$ cat config.mk
export PLATFORM = sky130hd
export DESIGN_NAME = lf_mode_sequencer
export DESIGN_NICKNAME = d
export VERILOG_FILES = /design/src/rtl/lf_mode_sequencer.sv
export SDC_FILE = /design/constraint.sdc
export NUM_CORES = 1
export LEC_CHECK = 0
export ABC_AREA = 1
export BUFFER_PORTS_ARGS = -buffer_cell sky130_fd_sc_hd__buf_2
export CORE_ASPECT_RATIO = 1.2
export CORE_UTILIZATION = 30
export DETAILED_ROUTE_END_ITERATION = 10
export GPL_ROUTABILITY_DRIVEN = 0
export GPL_TIMING_DRIVEN = 0
export PLACE_DENSITY = 0.51
export SYNTH_ARGS = -nofsm -noshare
export SYNTH_HDL_FRONTEND = slang
export SYNTH_SLANG_ARGS = --single-unit
export TNS_END_PERCENT = 50
$ cat constraint.sdc
create_clock -name pck0 -period 1.6 [get_ports pck0]
set_input_delay 0.16 -clock pck0 [delete_from_list [all_inputs] [get_ports pck0]]
set_output_delay 0.16 -clock pck0 [all_outputs]
set_load 0.005 [all_outputs]
$ cat src/rtl/lf_mode_sequencer.sv
// lf_mode_sequencer
// Serialises LF reconfiguration requests from the SPI command decoder into the
// pck0 domain. A configuration change is bracketed by a field-off guard period
// and a settle period so the coil is never driven while the major-mode muxes
// are switching. Divisor updates are held until the divider wraps so the
// divided clock never sees a short or long pulse.
//
// Optional build macro: LF_ED_DEFAULT_THRESHOLD_EN
//   When defined, applying conf_word 8'h01 (LF edge detect, field on) also
//   loads user_byte1 with the default edge-detect threshold 8'd127, unless an
//   explicit SET_USER_BYTE1 arrives in the same cycle.
//   When undefined, applying a configuration never touches user_byte1.

module lf_mode_sequencer #(
    parameter int GUARD_CYCLES  = 16,
    parameter int SETTLE_CYCLES = 32,
    parameter int CNT_W         = 8
) (
    input  logic        pck0,
    input  logic        rst,
    input  logic        cmd_strobe,
    input  logic [15:0] cmd_word,
    input  logic        div_wrap,
    output logic [7:0]  conf_word,
    output logic [2:0]  major_mode,
    output logic [7:0]  divisor,
    output logic [7:0]  user_byte1,
    output logic        field_en,
    output logic        busy,
    output logic        cmd_overflow
);

    // FSM encoding
    localparam logic [1:0] ST_IDLE    = 2'd0;
    localparam logic [1:0] ST_QUIESCE = 2'd1;
    localparam logic [1:0] ST_APPLY   = 2'd2;
    localparam logic [1:0] ST_SETTLE  = 2'd3;

    // Command opcodes
    localparam logic [3:0] OP_SET_CONF       = 4'b0001;
    localparam logic [3:0] OP_SET_DIVISOR    = 4'b0010;
    localparam logic [3:0] OP_SET_USER_BYTE1 = 4'b0011;

    // Reset values
    localparam logic [7:0] CONF_RESET    = 8'hE0;
    localparam logic [7:0] DIVISOR_RESET = 8'd95;
    localparam logic [7:0] UB1_RESET     = 8'd0;
    localparam logic [2:0] MODE_OFF      = 3'b111;

`ifdef LF_ED_DEFAULT_THRESHOLD_EN
    localparam logic [7:0] CONF_LF_ED      = 8'h01;
    localparam logic [7:0] ED_DEFAULT_THR  = 8'd127;
`endif

    // Guard/settle counter constants; both loads fit in CNT_W by construction
    localparam logic [CNT_W-1:0] GUARD_LOAD  = CNT_W'(GUARD_CYCLES - 1);
    localparam logic [CNT_W-1:0] SETTLE_LOAD = CNT_W'(SETTLE_CYCLES - 1);
    localparam logic [CNT_W-1:0] CNT_ZERO    = CNT_W'(0);
    localparam logic [CNT_W-1:0] CNT_ONE     = CNT_W'(1);

    // Registered state
    logic [1:0]       state_r;
    logic [CNT_W-1:0] cnt_r;
    logic [7:0]       next_conf_r;
    logic [7:0]       conf_r;
    logic             conf_pend_valid_r;
    logic [7:0]       conf_pend_r;
    logic             div_pend_valid_r;
    logic [7:0]       div_pend_r;
    logic [7:0]       divisor_r;
    logic [7:0]       user_byte1_r;
    logic             field_en_r;
    logic             busy_r;
    logic             cmd_overflow_r;

    // Next-state values
    logic [1:0]       state_nxt_s;
    logic [CNT_W-1:0] cnt_nxt_s;
    logic [7:0]       next_conf_nxt_s;
    logic [7:0]       conf_nxt_s;
    logic             conf_pend_valid_nxt_s;
    logic [7:0]       conf_pend_nxt_s;
    logic             overflow_nxt_s;
    logic             div_pend_valid_nxt_s;
    logic [7:0]       div_pend_nxt_s;
    logic [7:0]       divisor_nxt_s;
    logic [7:0]       user_byte1_nxt_s;
    logic             field_en_nxt_s;
    logic             busy_nxt_s;

    // Command decode
    logic [3:0] opcode_s;
    logic [7:0] payload_s;
    logic       is_set_conf_s;
    logic       is_set_div_s;
    logic       is_set_ub1_s;
    logic       unused_cmd_bits_s;

    assign opcode_s          = cmd_word[15:12];
    assign payload_s         = cmd_word[7:0];
    assign unused_cmd_bits_s = ^cmd_word[11:8];
    assign is_set_conf_s     = cmd_strobe && (opcode_s == OP_SET_CONF);
    assign is_set_div_s      = cmd_strobe && (opcode_s == OP_SET_DIVISOR);
    assign is_set_ub1_s      = cmd_strobe && (opcode_s == OP_SET_USER_BYTE1);

    // Reconfiguration FSM, conf pending buffer and overflow detection
    always_comb begin
        state_nxt_s           = state_r;
        cnt_nxt_s             = cnt_r;
        next_conf_nxt_s       = next_conf_r;
        conf_nxt_s            = conf_r;
        conf_pend_valid_nxt_s = conf_pend_valid_r;
        conf_pend_nxt_s       = conf_pend_r;
        overflow_nxt_s        = 1'b0;

        case (state_r)
            ST_IDLE: begin
                if (conf_pend_valid_r) begin
                    // Drain the buffered request; a strobe arriving now
                    // takes the slot that is being freed.
                    next_conf_nxt_s       = conf_pend_r;
                    state_nxt_s           = ST_QUIESCE;
                    cnt_nxt_s             = GUARD_LOAD;
                    conf_pend_valid_nxt_s = is_set_conf_s;
                    if (is_set_conf_s) begin
                        conf_pend_nxt_s = payload_s;
                    end else begin
                        conf_pend_nxt_s = conf_pend_r;
                    end
                end else if (is_set_conf_s && (payload_s != conf_r)) begin
                    next_conf_nxt_s = payload_s;
                    state_nxt_s     = ST_QUIESCE;
                    cnt_nxt_s       = GUARD_LOAD;
                end else begin
                    // Nothing to do, or a SET_CONF that matches the
                    // configuration already applied.
                    state_nxt_s = ST_IDLE;
                end
            end
            ST_QUIESCE: begin
                if (cnt_r == CNT_ZERO) begin
                    state_nxt_s = ST_APPLY;
                end else begin
                    cnt_nxt_s = cnt_r - CNT_ONE;
                end
            end
            ST_APPLY: begin
                conf_nxt_s  = next_conf_r;
                state_nxt_s = ST_SETTLE;
                cnt_nxt_s   = SETTLE_LOAD;
            end
            ST_SETTLE: begin
                if (cnt_r == CNT_ZERO) begin
                    state_nxt_s = ST_IDLE;
                end else begin
                    cnt_nxt_s = cnt_r - CNT_ONE;
                end
            end
            default: begin
                state_nxt_s = ST_IDLE;
                cnt_nxt_s   = CNT_ZERO;
            end
        endcase

        // While a sequence is in flight, SET_CONF goes to the one-entry
        // buffer; if it is occupied the oldest request is kept.
        if ((state_r != ST_IDLE) && is_set_conf_s) begin
            if (conf_pend_valid_r) begin
                overflow_nxt_s = 1'b1;
            end else begin
                conf_pend_valid_nxt_s = 1'b1;
                conf_pend_nxt_s       = payload_s;
            end
        end else begin
            overflow_nxt_s = 1'b0;
        end
    end

    // Divisor pending register: apply only on a wrap after the strobe cycle
    always_comb begin
        div_pend_valid_nxt_s = div_pend_valid_r;
        div_pend_nxt_s       = div_pend_r;
        divisor_nxt_s        = divisor_r;
        if (is_set_div_s) begin
            // A wrap coinciding with the strobe is not used.
            div_pend_valid_nxt_s = 1'b1;
            div_pend_nxt_s       = payload_s;
        end else if (div_wrap && div_pend_valid_r) begin
            divisor_nxt_s        = div_pend_r;
            div_pend_valid_nxt_s = 1'b0;
        end else begin
            div_pend_valid_nxt_s = div_pend_valid_r;
        end
    end

    // User byte: explicit command always wins over any default threshold
    always_comb begin
        user_byte1_nxt_s = user_byte1_r;
`ifdef LF_ED_DEFAULT_THRESHOLD_EN
        if ((state_r == ST_APPLY) && (next_conf_r == CONF_LF_ED)) begin
            user_byte1_nxt_s = ED_DEFAULT_THR;
        end else begin
            user_byte1_nxt_s = user_byte1_r;
        end
`endif
        if (is_set_ub1_s) begin
            user_byte1_nxt_s = payload_s;
        end else begin
            user_byte1_nxt_s = user_byte1_nxt_s;
        end
    end

    // Status outputs computed from next state so they line up with the state
    always_comb begin
        field_en_nxt_s = (state_nxt_s == ST_IDLE) && (conf_nxt_s[7:5] != MODE_OFF);
        busy_nxt_s     = (state_nxt_s != ST_IDLE) || div_pend_valid_nxt_s;
    end

    // FSM and conf buffer registers
    always_ff @(posedge pck0) begin
        if (rst) begin
            state_r           <= ST_IDLE;
            cnt_r             <= CNT_ZERO;
            next_conf_r       <= CONF_RESET;
            conf_r            <= CONF_RESET;
            conf_pend_valid_r <= 1'b0;
            conf_pend_r       <= 8'h00;
            cmd_overflow_r    <= 1'b0;
        end else begin
            state_r           <= state_nxt_s;
            cnt_r             <= cnt_nxt_s;
            next_conf_r       <= next_conf_nxt_s;
            conf_r            <= conf_nxt_s;
            conf_pend_valid_r <= conf_pend_valid_nxt_s;
            conf_pend_r       <= conf_pend_nxt_s;
            cmd_overflow_r    <= overflow_nxt_s;
        end
    end

    // Divisor and user byte registers
    always_ff @(posedge pck0) begin
        if (rst) begin
            div_pend_valid_r <= 1'b0;
            div_pend_r       <= 8'h00;
            divisor_r        <= DIVISOR_RESET;
            user_byte1_r     <= UB1_RESET;
        end else begin
            div_pend_valid_r <= div_pend_valid_nxt_s;
            div_pend_r       <= div_pend_nxt_s;
            divisor_r        <= divisor_nxt_s;
            user_byte1_r     <= user_byte1_nxt_s;
        end
    end

    // Field gate and busy flag registers
    always_ff @(posedge pck0) begin
        if (rst) begin
            field_en_r <= 1'b0;
            busy_r     <= 1'b0;
        end else begin
            field_en_r <= field_en_nxt_s;
            busy_r     <= busy_nxt_s;
        end
    end

    assign conf_word    = conf_r;
    assign major_mode   = conf_r[7:5];
    assign divisor      = divisor_r;
    assign user_byte1   = user_byte1_r;
    assign field_en     = field_en_r;
    assign busy         = busy_r;
    assign cmd_overflow = cmd_overflow_r;

endmodule

# After elaboration in Yosys (flattened, before gate mapping)
# Index checks and enable logic that the tools add are counted.
# totals
wordCells	70
latchBits	0
reg_bits	63
ramBits	0
mem_count	0
mem_bits_ro	0
# classes
addsub	1
div_mod_pow	0
n_shift	0
n_reduce_logical	19
n_mux	24
n_lt_le_gt_ge	0
bitwise	2
mul	0
eq_ne	10
# ops
op	n
8-bit two-way mux	11
8-bit case mux with 3 select lines	1
1-bit two-way mux	9
4-bit by 2-bit equality test with 1-bit output (second input constant)	2
8-bit logical NOT	1
8-bit != test	1
2-bit case mux with 4 select lines	1
8-bit by 1-bit subtractor with 8-bit output (second input constant)	1
1-bit logical AND	7
3-bit != test (second input constant)	2
2-bit AND reduction	3
2-bit nonzero test	3
2-bit equality test (second input constant)	2
4-bit by 1-bit equality test with 1-bit output (second input constant)	1
2-bit logical NOT	2
2-bit two-way mux	2
2-bit OR reduction	2
2-bit by 1-bit equality test with 1-bit output (second input constant)	1
2-bit != test (second input constant)	1
1-bit inverter	2
1-bit logical OR	1

# Depth between registers and ports, before layout
# Gate-level depths: netlist (run 1).
# logic_depth
word_depth	8
depth_mapped	12
depth_no_buf	12

# Least setup slack after synthesis (run 1)
# No wires, ideal clock.
# synth_timing
kind	register -> register
startpoint	register cnt_r[0]
endpoint	register busy_r (netlist: busy)
stages_incl_launch_ff	12
setup_slack_ns	0.157
arrival_time_ns	1.331
t_required_ns	1.488
n_path_buf	0
path_cell_list	dfxtp_1 -> inv_1 -> ha_1 -> inv_1 -> nor2_1 -> nand2_1 -> nor2_4 -> inv_2 -> nand2_4 -> nand2_1 -> nand2_1 -> nand2_1
# synth_via
elab_chain_len	5
word_cells_on_any_way	6
classes_between	mux (3); reduce/logical (3)
# synth_lines
element	line_no	source
from (decl)	63	logic [CNT_W-1:0] cnt_r;
from (signal assigned)	231	cnt_r <= cnt_nxt_s;
8-bit logical NOT *	141, 153	
2-bit two-way mux (on tied branches)	153, 141	
2-bit case mux with 4 select lines *	116	case (state_r)
2-bit nonzero test *	216	busy_nxt_s = (state_nxt_s != ST_IDLE) || div_pend_valid_nxt_s;
1-bit logical OR *	216	
to (signal assigned)	262	busy_r <= busy_nxt_s;
to (decl)	73	logic busy_r;
# Every way passes the cells marked *; elsewhere a longest branch is shown, timed or not.
# A chain may end at the register's enable or synchronous reset.

# Worst setup path after layout (run 1)
# layout_timing
startpoint	register cnt_r[0]
endpoint	register field_en_r (netlist: field_en)
# layout_via
elab_chain_len	5
word_cells_on_any_way	6
classes_between	mux (3); reduce/logical (3)
# layout_lines
element	line_no	source
8-bit logical NOT *	141, 153	
2-bit two-way mux (on tied branches)	153, 141	
2-bit case mux with 4 select lines *	116	
2-bit logical NOT *	215	field_en_nxt_s = (state_nxt_s == ST_IDLE) && (conf_nxt_s[7:5] != MODE_OFF);
1-bit logical AND *	215	
to (signal assigned)	261	field_en_r <= field_en_nxt_s;
to (decl)	72	logic field_en_r;
# Marked as above.

==> results.md, run 1 <==
- Hold Crit Class: in2reg
- Sequential area share after synthesis: 45.59%
- Fin crit period: ~1.5 ns
- WHS: about 0.11 ns
- Antenna violations before repair: 0
- Util after Layout: 38.36%
- CTS buffer count: 9
- Buffers on Ports: 44
- RSZ-0062 raised after global routing: true
- Dpl cells: 534
- Clock latency on the worst-skew pair: roughly 0.35 ns
- Most frequent cells in the layout: 62 x nand2_1, 61 x dfxtp_1, 49 x buf_2, 47 x a21oi_1, 40 x inv_1
- # rows: 38
- Detailed Routing Iterations Pass 1: 4
- Power per cell area: roughly 1300 nW/um2
- Yosys Warn Count: 0
- Top cells by area, synth: dfxtp_1 46%, nand2_1 8.7%, a21oi_1 8.5%
- Synth cell types: 29
- Clock tree buffer depth: 2
- Post-synth top area share: a little under half
- DIE HEIGHT: 107.2 um
- Final net count: 453
- Max-slew violation count: 0
- Met2 wire length: 3318 um
- Total grt overflow: 0
- Crit path DAT: ~1.8 ns
- WP data required: 1.83 ns
- Total power: about 4400 uW
- Clk slew on worst S/H paths: 0.08 ns
- Critical path class: reg2reg
- CP max FO: 4
- Pin count of the biggest net entering global routing: 13
- TritonCTS clock tree: built
- Global-route wire length before repair: 11230 um
- Cell leakage power: approximately 0.0015 uW
- Total GRT Usage: 15.94%
- Cell area after synthesis: 2766 um2
- Most common cell after layout, fill and taps aside: nand2_1
- Antenna viol nets, final: 0
- Hold Fails Final Rpt: 0
- Setup crit end kind: flop
- Initial core utilization: a little over 30%
- Core ar.: 8986 um2
- DRC Markers: 0
- Vias in the first global route: 2280
- Clock sinks: between 60 and 70
- Routed met1 length: around 3300 um
- CTS HTree Levels: 3
- Cells after synthesis: 370
- Relative slew slack: 68.05%
- Post-route clock period utilization: 94.94%
- Die Wd: roughly 90 um
- Hpwl dp: 4942 um
- Syn_area_per_cell: roughly 7.5 um2
- WL/cell: 12.58 um
- Leading area contributor after synthesis: dfxtp_1
- Layout cells sized above 1: approximately 25%
- WL final: 7008 um
- Worst slew pin tran: 0.4792 ns
- DR WL met3: 315 um
- Hold_buf cts: 0
- Post-route insts no fill: 557
- Top-level I/O count: 50
- Initial drt markers: between 100 and 150
- Via density: 4.530
- Mapped Nets: approximately 400
- Synth Register Bits: 63
- Setup-failing EPs final: 0
- Clk root buf: clkbuf_8
- Fmax: 0.6583 GHz
- Highest routed layer: met4
- Syn-to-layout area delta: 24.60%
- Vias post-DR: 2523
- Peak supply drop: 0.0005677 V
- Crit start category: flop
- Max-Cap Viols: 0
- DIE AREA: roughly 9600 um2
- Setup Skew: ~0.012 ns
- Status: complete, no violations
- # diodes: 0
==> Yosys cell counts <==
cell,count
nand2_2,5
mux2i_1,3
nand3_2,1
buf_4,4
xnor2_1,3
nand2_4,1
a21boi_0,1
buf_6,4
nor3_1,1
nand4_1,1
inv_1,42
o21ai_2,2
nor2_4,3
a21oi_1,47
dfxtp_1,63
o31ai_1,2
buf_2,5
xor2_1,4
nand3_1,23
clkbuf_1,5
o211ai_1,7
o21ai_0,38
nand2_1,64
nor2_2,1
nor2_1,31
inv_2,6
clkinv_1,1
clkbuf_2,1
ha_1,1
==> timing repair <==
action / 4_1_cts / 5_1_grt
gates resized for setup: 3 / 11
cloned: 1 / 0
endpoints found under the hold margin: 0 / 0
pin swaps: 2 / 3
buffers inserted: 1 / 5
endpoints found under the setup margin: 10 / 12
==> stage by stage <==
step / setup slack, ns / TNS (ns) / area [um2]
3_5_place_dp: -0.1811 / -0.6040 / 3137
2_1_floorplan: 0.1569 / 0 / 2766
6_report: 0.08099 / 0 / 3447
4_1_cts: 0.02181 / 0 / 3379
5_1_grt: -0.006460 / -0.007398 / 3447
3_3_place_gp: -0.1754 / -0.4617 / 3137
==> worst max-delay path: stages, from the launching register on <==
cell	delay (ns)
dfxtp_2	0.33
inv_4	0.08
ha_4	0.13
inv_1	0.04
nor2_2	0.15
nand2_2	0.12
nor2_4	0.18
xor2_1	0.16
inv_1	0.08
nand2_2	0.09
nor2_1	0.05
==> layout make-up <==
type / instances / area (um2)
plain buffers: 19 / 123.9
clock buffers: 9 / 123.9
clock inverters: 7 / 97.59
fillers: 982 / 5539
inverters: 49 / 188.9
multi-input cells: 240 / 1234
flip-flops and latches: 63 / 1264
well taps: 120 / 150.1
repair buffers: 50 / 265.3
==> flip-flops by register name, summed over array words and instances, names as in the netlist, 2 cells and up <==
name,flops
state_r,2
cnt_r,8
conf_pend_r,8
div_pend_r,8
user_byte1,8
divisor,8
next_conf_r,8
conf_word,8
==> routing by layer <==
layer | track usage, % | up-vias
li1 | - | 1322
met1 | 19.07 | 1145
met2 | 26.24 | 48
met3 | 4.234 | 8
met4 | 7.143 | 0
met5 | 0 | -
==> worst paths after layout <==
kind / start / endpoint / slack (ns) / cells past startpoint
setup / recovery: cnt_r[0] / field_en / 0.08 / 10
hold / removal: cmd_word[5] / conf_pend_r[5] / 0.11 / 3
setup reg to reg: cnt_r[0] / field_en / 0.08 / 10
hold reg to reg: user_byte1[4] / user_byte1[4] / 0.45 / 2
==> where the power goes <==
part | internal (uW) | total [uW] | leakage (uW) | switching (uW)
logic | 442 | 1130 | 0.000896 | 688
clock network | 878 | 1550 | 0.000105 | 668
registers | 1680 | 1750 | 0.000510 | 68.4
==> logic make-up after synthesis <==
group,share of synthesized area (%)
simple gates,20.80
compound gates,18.72
buf+inv,11.13
flops,45.59
xor+xnor,2.216
mux,1.086
fa+ha+maj,0.4522
Note: power is estimated with default switching activity, not from simulation.
==> run 2: changes to the inputs <==
==> constraint.sdc (replaced) <==
create_clock -name pck0 -period 1.8 [get_ports pck0]
set_input_delay 0.18 -clock pck0 [delete_from_list [all_inputs] [get_ports pck0]]
set_output_delay 0.18 -clock pck0 [all_outputs]
set_load 0.005 [all_outputs]
==> results.md, run 2 (synthesized netlist as in run 1, its figures left out) <==
- Status: complete, no violations (unchanged)
- Syn-to-layout area delta: 21.57% (was 24.60%)
- Crit path DAT: 1.88 ns (was 1.75 ns)
- Clock tree buffer depth: 2 (unchanged)
- WL/cell: 12.54 um (was 12.58 um)
- Clock sinks: 63 (unchanged)
- Setup Skew: 0.01186 ns (was 0.01182 ns)
- Total GRT Usage: 15.91% (was 15.94%)
- WP data required: 2.05 ns (was 1.83 ns)
- TritonCTS clock tree: built (unchanged)
- Hold Fails Final Rpt: 0 (unchanged)
- Detailed Routing Iterations Pass 1: 4 (unchanged)
- Most frequent cells in the layout: 63 x nand2_1, 63 x dfxtp_1, 49 x buf_2, 47 x a21oi_1, 41 x inv_1 (was 62 x nand2_1, 61 x dfxtp_1, 49 x buf_2, 47 x a21oi_1, 40 x inv_1)
- Clock latency on the worst-skew pair: 0.35 ns (about the same)
- Layout cells sized above 1: 22.33% (was 25.17%)
- Setup Buffers After CTS: 0 (was 1)
- Critical path class: reg2reg (unchanged)
- Antenna viol nets, final: 0 (unchanged)
- Final setup TNS: 0 ns (unchanged)
- # diodes: 0 (unchanged)
- # rows: 38 (unchanged)
- Hpwl dp: 4942 um (unchanged)
- Hold Crit Class: in2reg (unchanged)
- Die Wd: 89.66 um (unchanged)
- CP max FO: 10 (was 4)
- Clk root buf: clkbuf_8 (unchanged)
- Core ar.: 8986 um2 (unchanged)
- Vias in the first global route: 2269 (was 2280)
- Initial drt markers: 123 (was 113)
- Max-Cap Viols: 0 (unchanged)
- DIE AREA: 9611 um2 (unchanged)
- Via density: 4.513 (was 4.530)
- Initial core utilization: 30.79% (unchanged)
- CTS buffer count: 9 (unchanged)
- Fmax: 0.6116 GHz (was 0.6583 GHz)
- WL final: 6899 um (was 7008 um)
- Fin crit period: 1.635 ns (was 1.519 ns)
- Pin count of the biggest net entering global routing: 13 (unchanged)
- Top-level I/O count: 50 (unchanged)
- Clk slew on worst S/H paths: 0.08 ns (about the same)
- Total grt overflow: 0 (unchanged)
- Global-route wire length before repair: 11200 um (was 11230 um)
- Setup crit end kind: flop (unchanged)
- Crit start category: flop (unchanged)
- DRC Markers: 0 (unchanged)
- CTS HTree Levels: 3 (unchanged)
- Vias post-DR: 2482 (was 2523)
- Peak supply drop: 0.0004431 V (was 0.0005677 V)
- Worst slew pin tran: 0.4793 ns (was 0.4792 ns)
- Util after Layout: 37.43% (was 38.36%)
- Max-slew violation count: 0 (unchanged)
- Cell leakage power: 0.001479 uW (was 0.001511 uW)
- Post-cts sizing count: 0 (was 3)
- WHS: 0.1226 ns (was 0.1059 ns)
- Hold_buf cts: 0 (unchanged)
- Setup-failing EPs final: 0 (unchanged)
- RSZ-0062 raised after global routing: false (was true)
- Final net count: 446 (was 453)
- DIE HEIGHT: 107.2 um (unchanged)
- Antenna violations before repair: 0 (unchanged)
- Relative slew slack: 68.05% (about the same)
- Post-route clock period utilization: 90.83% (was 94.94%)
- Power per cell area: 1124 nW/um2 (was 1283 nW/um2)
- Buffers on Ports: 44 (unchanged)
run 2: cell types whose count changed in the layout (fill, tap and decap cells not counted), moves of 2 or more:
cell,previous run,this run
nor2_2,4,2
dfxtp_1,61,63
buf_4,10,4
nor2_1,28,30
inv_4,2,0
dfxtp_2,2,0
run 2: cell type report:
class / instances / area, um2
well taps: 120 / 150.1
fillers: 985 / 5623
plain buffers: 19 / 123.9
repair buffers: 44 / 220.2
clock inverters: 7 / 97.59
multi-input cells: 239 / 1202
flip-flops and latches: 63 / 1261
inverters: 49 / 183.9
clock buffers: 9 / 123.9
run 2: layer usage:
metal	wire [um]	track usage, %	up-vias
li1	-	-	1307
met1	3258	19.26	1116
met2	3219	25.92	51
met3	303	4.234	8
met4	116	7.143	0
met5	0	0	-
run 2: worst max-delay path, cell delays in order, from the launching register on:
cell and delay, ns:
dfxtp_1 0.30, inv_1 0.10, ha_1 0.18, inv_1 0.05, nor2_2 0.13, nand2_2 0.12, nor2_4 0.17, inv_2 0.10
nand2_4 0.14, nand2_1 0.12, nand2_1 0.08, nand2_1 0.04
run 2: worst paths after layout:
kind | startpoint | endpoint | slack, ns | cells after the start
worst max-delay path | cnt_r[1] | busy | 0.17 | 11
worst min-delay path | cmd_word[5] | conf_pend_r[5] | 0.12 | 3
worst max register to register | cnt_r[1] | busy | 0.17 | 11
worst min register to register | user_byte1[7] | user_byte1[7] | 0.44 | 2
run 2: power breakdown:
group	switching, uW	internal [uW]
combinational	563	294
clock	595	781
sequential	56.8	1490
run 2: per-stage QoR:
| step | cells | total power, uW | cell area [um2] | setup WS (ns) |
|---|---|---|---|---|
| 6_report | 550 | 3780 | 3363 | 0.1651 |
| 3_3_place_gp | 534 | 2414 | 3137 | 0.02457 |
| 3_5_place_dp | 534 | 2420 | 3137 | 0.01891 |
| 4_1_cts | 550 | 3805 | 3358 | 0.01300 |
| 5_1_grt | 550 | 3999 | 3363 | 0.02285 |
| 2_1_floorplan | 370 | 2185 | 2766 | 0.3569 |
==> run 3: changes to the inputs <==
--- a/config.mk
+++ b/config.mk
@@ -8,6 +8,7 @@
 export ABC_AREA = 1
 export BUFFER_PORTS_ARGS = -buffer_cell sky130_fd_sc_hd__buf_2
 export CORE_ASPECT_RATIO = 1.2
+export CORE_MARGIN = 4
 export CORE_UTILIZATION = 30
 export DETAILED_ROUTE_END_ITERATION = 10
 export GPL_ROUTABILITY_DRIVEN = 0
==> results.md, run 3 (synthesized netlist as in run 1, its figures left out) <==
- Status: complete, no violations (unchanged)
- Area post-placement: 3137 um2 (unchanged)
- Hold Path Depth: 3 (unchanged)
- Hold Fails Final Rpt: 0 (unchanged)
- Reg2reg path depth: 11 (unchanged)
- Crit start category: flop (unchanged)
- Global-route wire length before repair: 11470 um (was 11200 um)
- Clock tree buffer depth: 2 (unchanged)
- Max-slew violation count: 0 (unchanged)
- Met2 Track Usage GR: 22.91% (was 25.92%)
- Setup-failing EPs final: 0 (unchanged)
- Antenna violations before repair: 0 (unchanged)
- Max-Cap Viols: 0 (unchanged)
- Vias in the first global route: 2421 (was 2269)
- Pin count of the biggest net entering global routing: 12 (was 13)
- # diodes: 0 (unchanged)
- Hpwl dp: 5099 um (was 4942 um)
- Worst slew pin tran: 0.5070 ns (was 0.4793 ns)
- Antenna viol nets, final: 0 (unchanged)
- Pint: 2780 uW (was 2565 uW)
- CTS buffer count: 9 (unchanged)
- # rows: 38 (unchanged)
- RSZ-0062 raised after global routing: false (unchanged)
- Post-route clock period utilization: 89.02% (was 90.83%)
- Layout cells sized above 1: 23.22% (was 22.33%)
- Post-route cell area: 3425 um2 (was 3363 um2)
- Register Area: 1261 um2 (unchanged)
- WL/cell: 12.84 um (was 12.54 um)
- Final net count: 451 (was 446)
- Syn-to-layout area delta: 23.79% (was 21.57%)
- Top-level I/O count: 50 (unchanged)
- Global route hottest layer: met2 (unchanged)
- Die Wd: 95.66 um (was 89.66 um)
- Sw Pwr: 1215 uW (about the same)
- RR Endpoint: busy (unchanged)
- WHS: 0.1257 ns (was 0.1226 ns)
- Core ar.: 9034 um2 (was 8986 um2)
- Setup crit end kind: flop (unchanged)
- DIE AREA: 10830 um2 (was 9611 um2)
- Area occupied by multi-input gates: 1202 um2 (unchanged)
- Total GRT Usage: 13.90% (was 15.91%)
- WHS Endpoint: conf_pend_r[5] (unchanged)
- Clk root buf: clkbuf_8 (unchanged)
- Initial drt markers: 112 (was 123)
- Met3 Use GR: 3.923% (was 4.234%)
- Critical path class: reg2reg (unchanged)
- CP max FO: 8 (was 10)
- Gate power share: 22.9% (was 22.7%)
- Crit path DAT: 1.85 ns (was 1.88 ns)
- Met1 usage: 16.90% (was 19.26%)
- Hold_buf cts: 0 (unchanged)
- Clock sinks: 63 (unchanged)
- Initial core utilization: 30.62% (was 30.79%)
- Via density: 4.577 (was 4.513)
- Power per cell area: 1166 nW/um2 (was 1124 nW/um2)
- DRC Markers: 0 (unchanged)
- Cell leakage power: 0.001518 uW (was 0.001479 uW)
- TritonCTS clock tree: built (unchanged)
- Flop pwr share: 38.8% (was 40.9%)
- DIE HEIGHT: 113.2 um (was 107.2 um)
- Min-Delay Startpoint: cmd_word[5] (unchanged)
- Clk slew on worst S/H paths: 0.07 ns (was 0.08 ns)
- Fill cell count: 949 (was 985)
- WL final: 7128 um (was 6899 um)
- CTS HTree Levels: 3 (unchanged)
- Fmax: 0.6241 GHz (was 0.6116 GHz)
- Clock latency on the worst-skew pair: 0.35 ns (about the same)
- Sw frac: 30.41% (was 32.14%)
- FF-to-FF setup slack: 0.20 ns (was 0.17 ns)
- Peak supply drop: 0.0004397 V (was 0.0004431 V)
- Total grt overflow: 0 (unchanged)
- Relative slew slack: 66.20% (was 68.05%)
- Most frequent cells in the layout: 63 x nand2_1, 63 x dfxtp_1, 49 x buf_2, 47 x a21oi_1, 41 x inv_1 (unchanged)
- Setup Skew: 0.005578 ns (was 0.01186 ns)
- Fin crit period: 1.602 ns (was 1.635 ns)
- Buffers on Ports: 44 (unchanged)
- Detailed Routing Iterations Pass 1: 4 (unchanged)
- Clock share of power: 38.3% (was 36.4%)
- Vias post-DR: 2540 (was 2482)
- Hold Crit Class: in2reg (unchanged)
- WP data required: 2.04 ns (was 2.05 ns)
- Worst reg2reg startpoint: cnt_r[1] (unchanged)
run 3: changes by cell type in the layout (fill, tap and decap cells not counted), sizes merged:
| cell | previous run | this run |
|---|---|---|
| buf | 57 | 62 |
| bufinv | 2 | 3 |
| clkbuf | 15 | 16 |
| clkinv | 4 | 3 |
| clkinvlp | 2 | 1 |
run 3: routing by layer:
| metal | vias to the layer above | routed length (um) |
|---|---|---|
| li1 | 1309 | - |
| met1 | 1160 | 3214 |
| met2 | 61 | 3401 |
| met3 | 10 | 414 |
| met4 | 0 | 97 |
| met5 | - | 0 |
run 3: stage by stage:
step	util (%)	setup slack, ns	TNS [ns]	power (uW)	instances
2_1_floorplan	-	0.3569	0	2185	370
3_3_place_gp	34.72	0.02474	0	2412	534
3_5_place_dp	34.72	-0.006227	-0.006227	2422	534
4_1_cts	37.47	0.001611	0	3969	550
5_1_grt	37.91	0.02178	0	4221	555
6_report	37.91	0.1977	0	3995	555
run 3: final cells by class:
type	count	area share, %
sequential	63	36.83
multi-input combinational	239	35.11
timing repair buffer	49	7.526
inverter	49	5.371
tap	120	4.384
clock buffer	10	4.019
buffer	19	3.617
clock inverter	6	3.142
run 3: how the worst max path moves through the flow:
stage          startpoint   end  slack [ns]  cells after the start
5_1_grt          cnt_r[1]  busy        0.02                     11
4_1_cts          cnt_r[0]  busy       0.002                     11
3_5_place_dp     cnt_r[0]  busy      -0.006                     11
6_report         cnt_r[1]  busy        0.20                     11
2_1_floorplan    cnt_r[0]  busy        0.36                     11
3_3_place_gp     cnt_r[0]  busy        0.02                     11
run 3: what timing repair did:
item	4_1_cts	5_1_grt
endpoints found under the setup margin	1	8
gates resized for setup	1	2
buffers inserted	0	5
pin swaps	0	2
run 3: critical path: stages (launching register included):
cell,delay [ns]
dfxtp_1,0.30
inv_1,0.10
ha_1,0.18
inv_1,0.05
nor2_2,0.13
nand2_2,0.12
nor2_4,0.14
inv_2,0.10
nand2_4,0.11
nand2_1,0.13
nand2_1,0.09
nand2_1,0.04
run 3: power by group through the flow:
stage          Combinational (uW)  Sequential [uW]  Clock, uW
6_report                      914             1550       1530
4_1_cts                       858             1550       1560
5_1_grt                      1030             1560       1620
3_5_place_dp                  843             1580          0
2_1_floorplan                 611             1570          0
3_3_place_gp                  837             1580          0
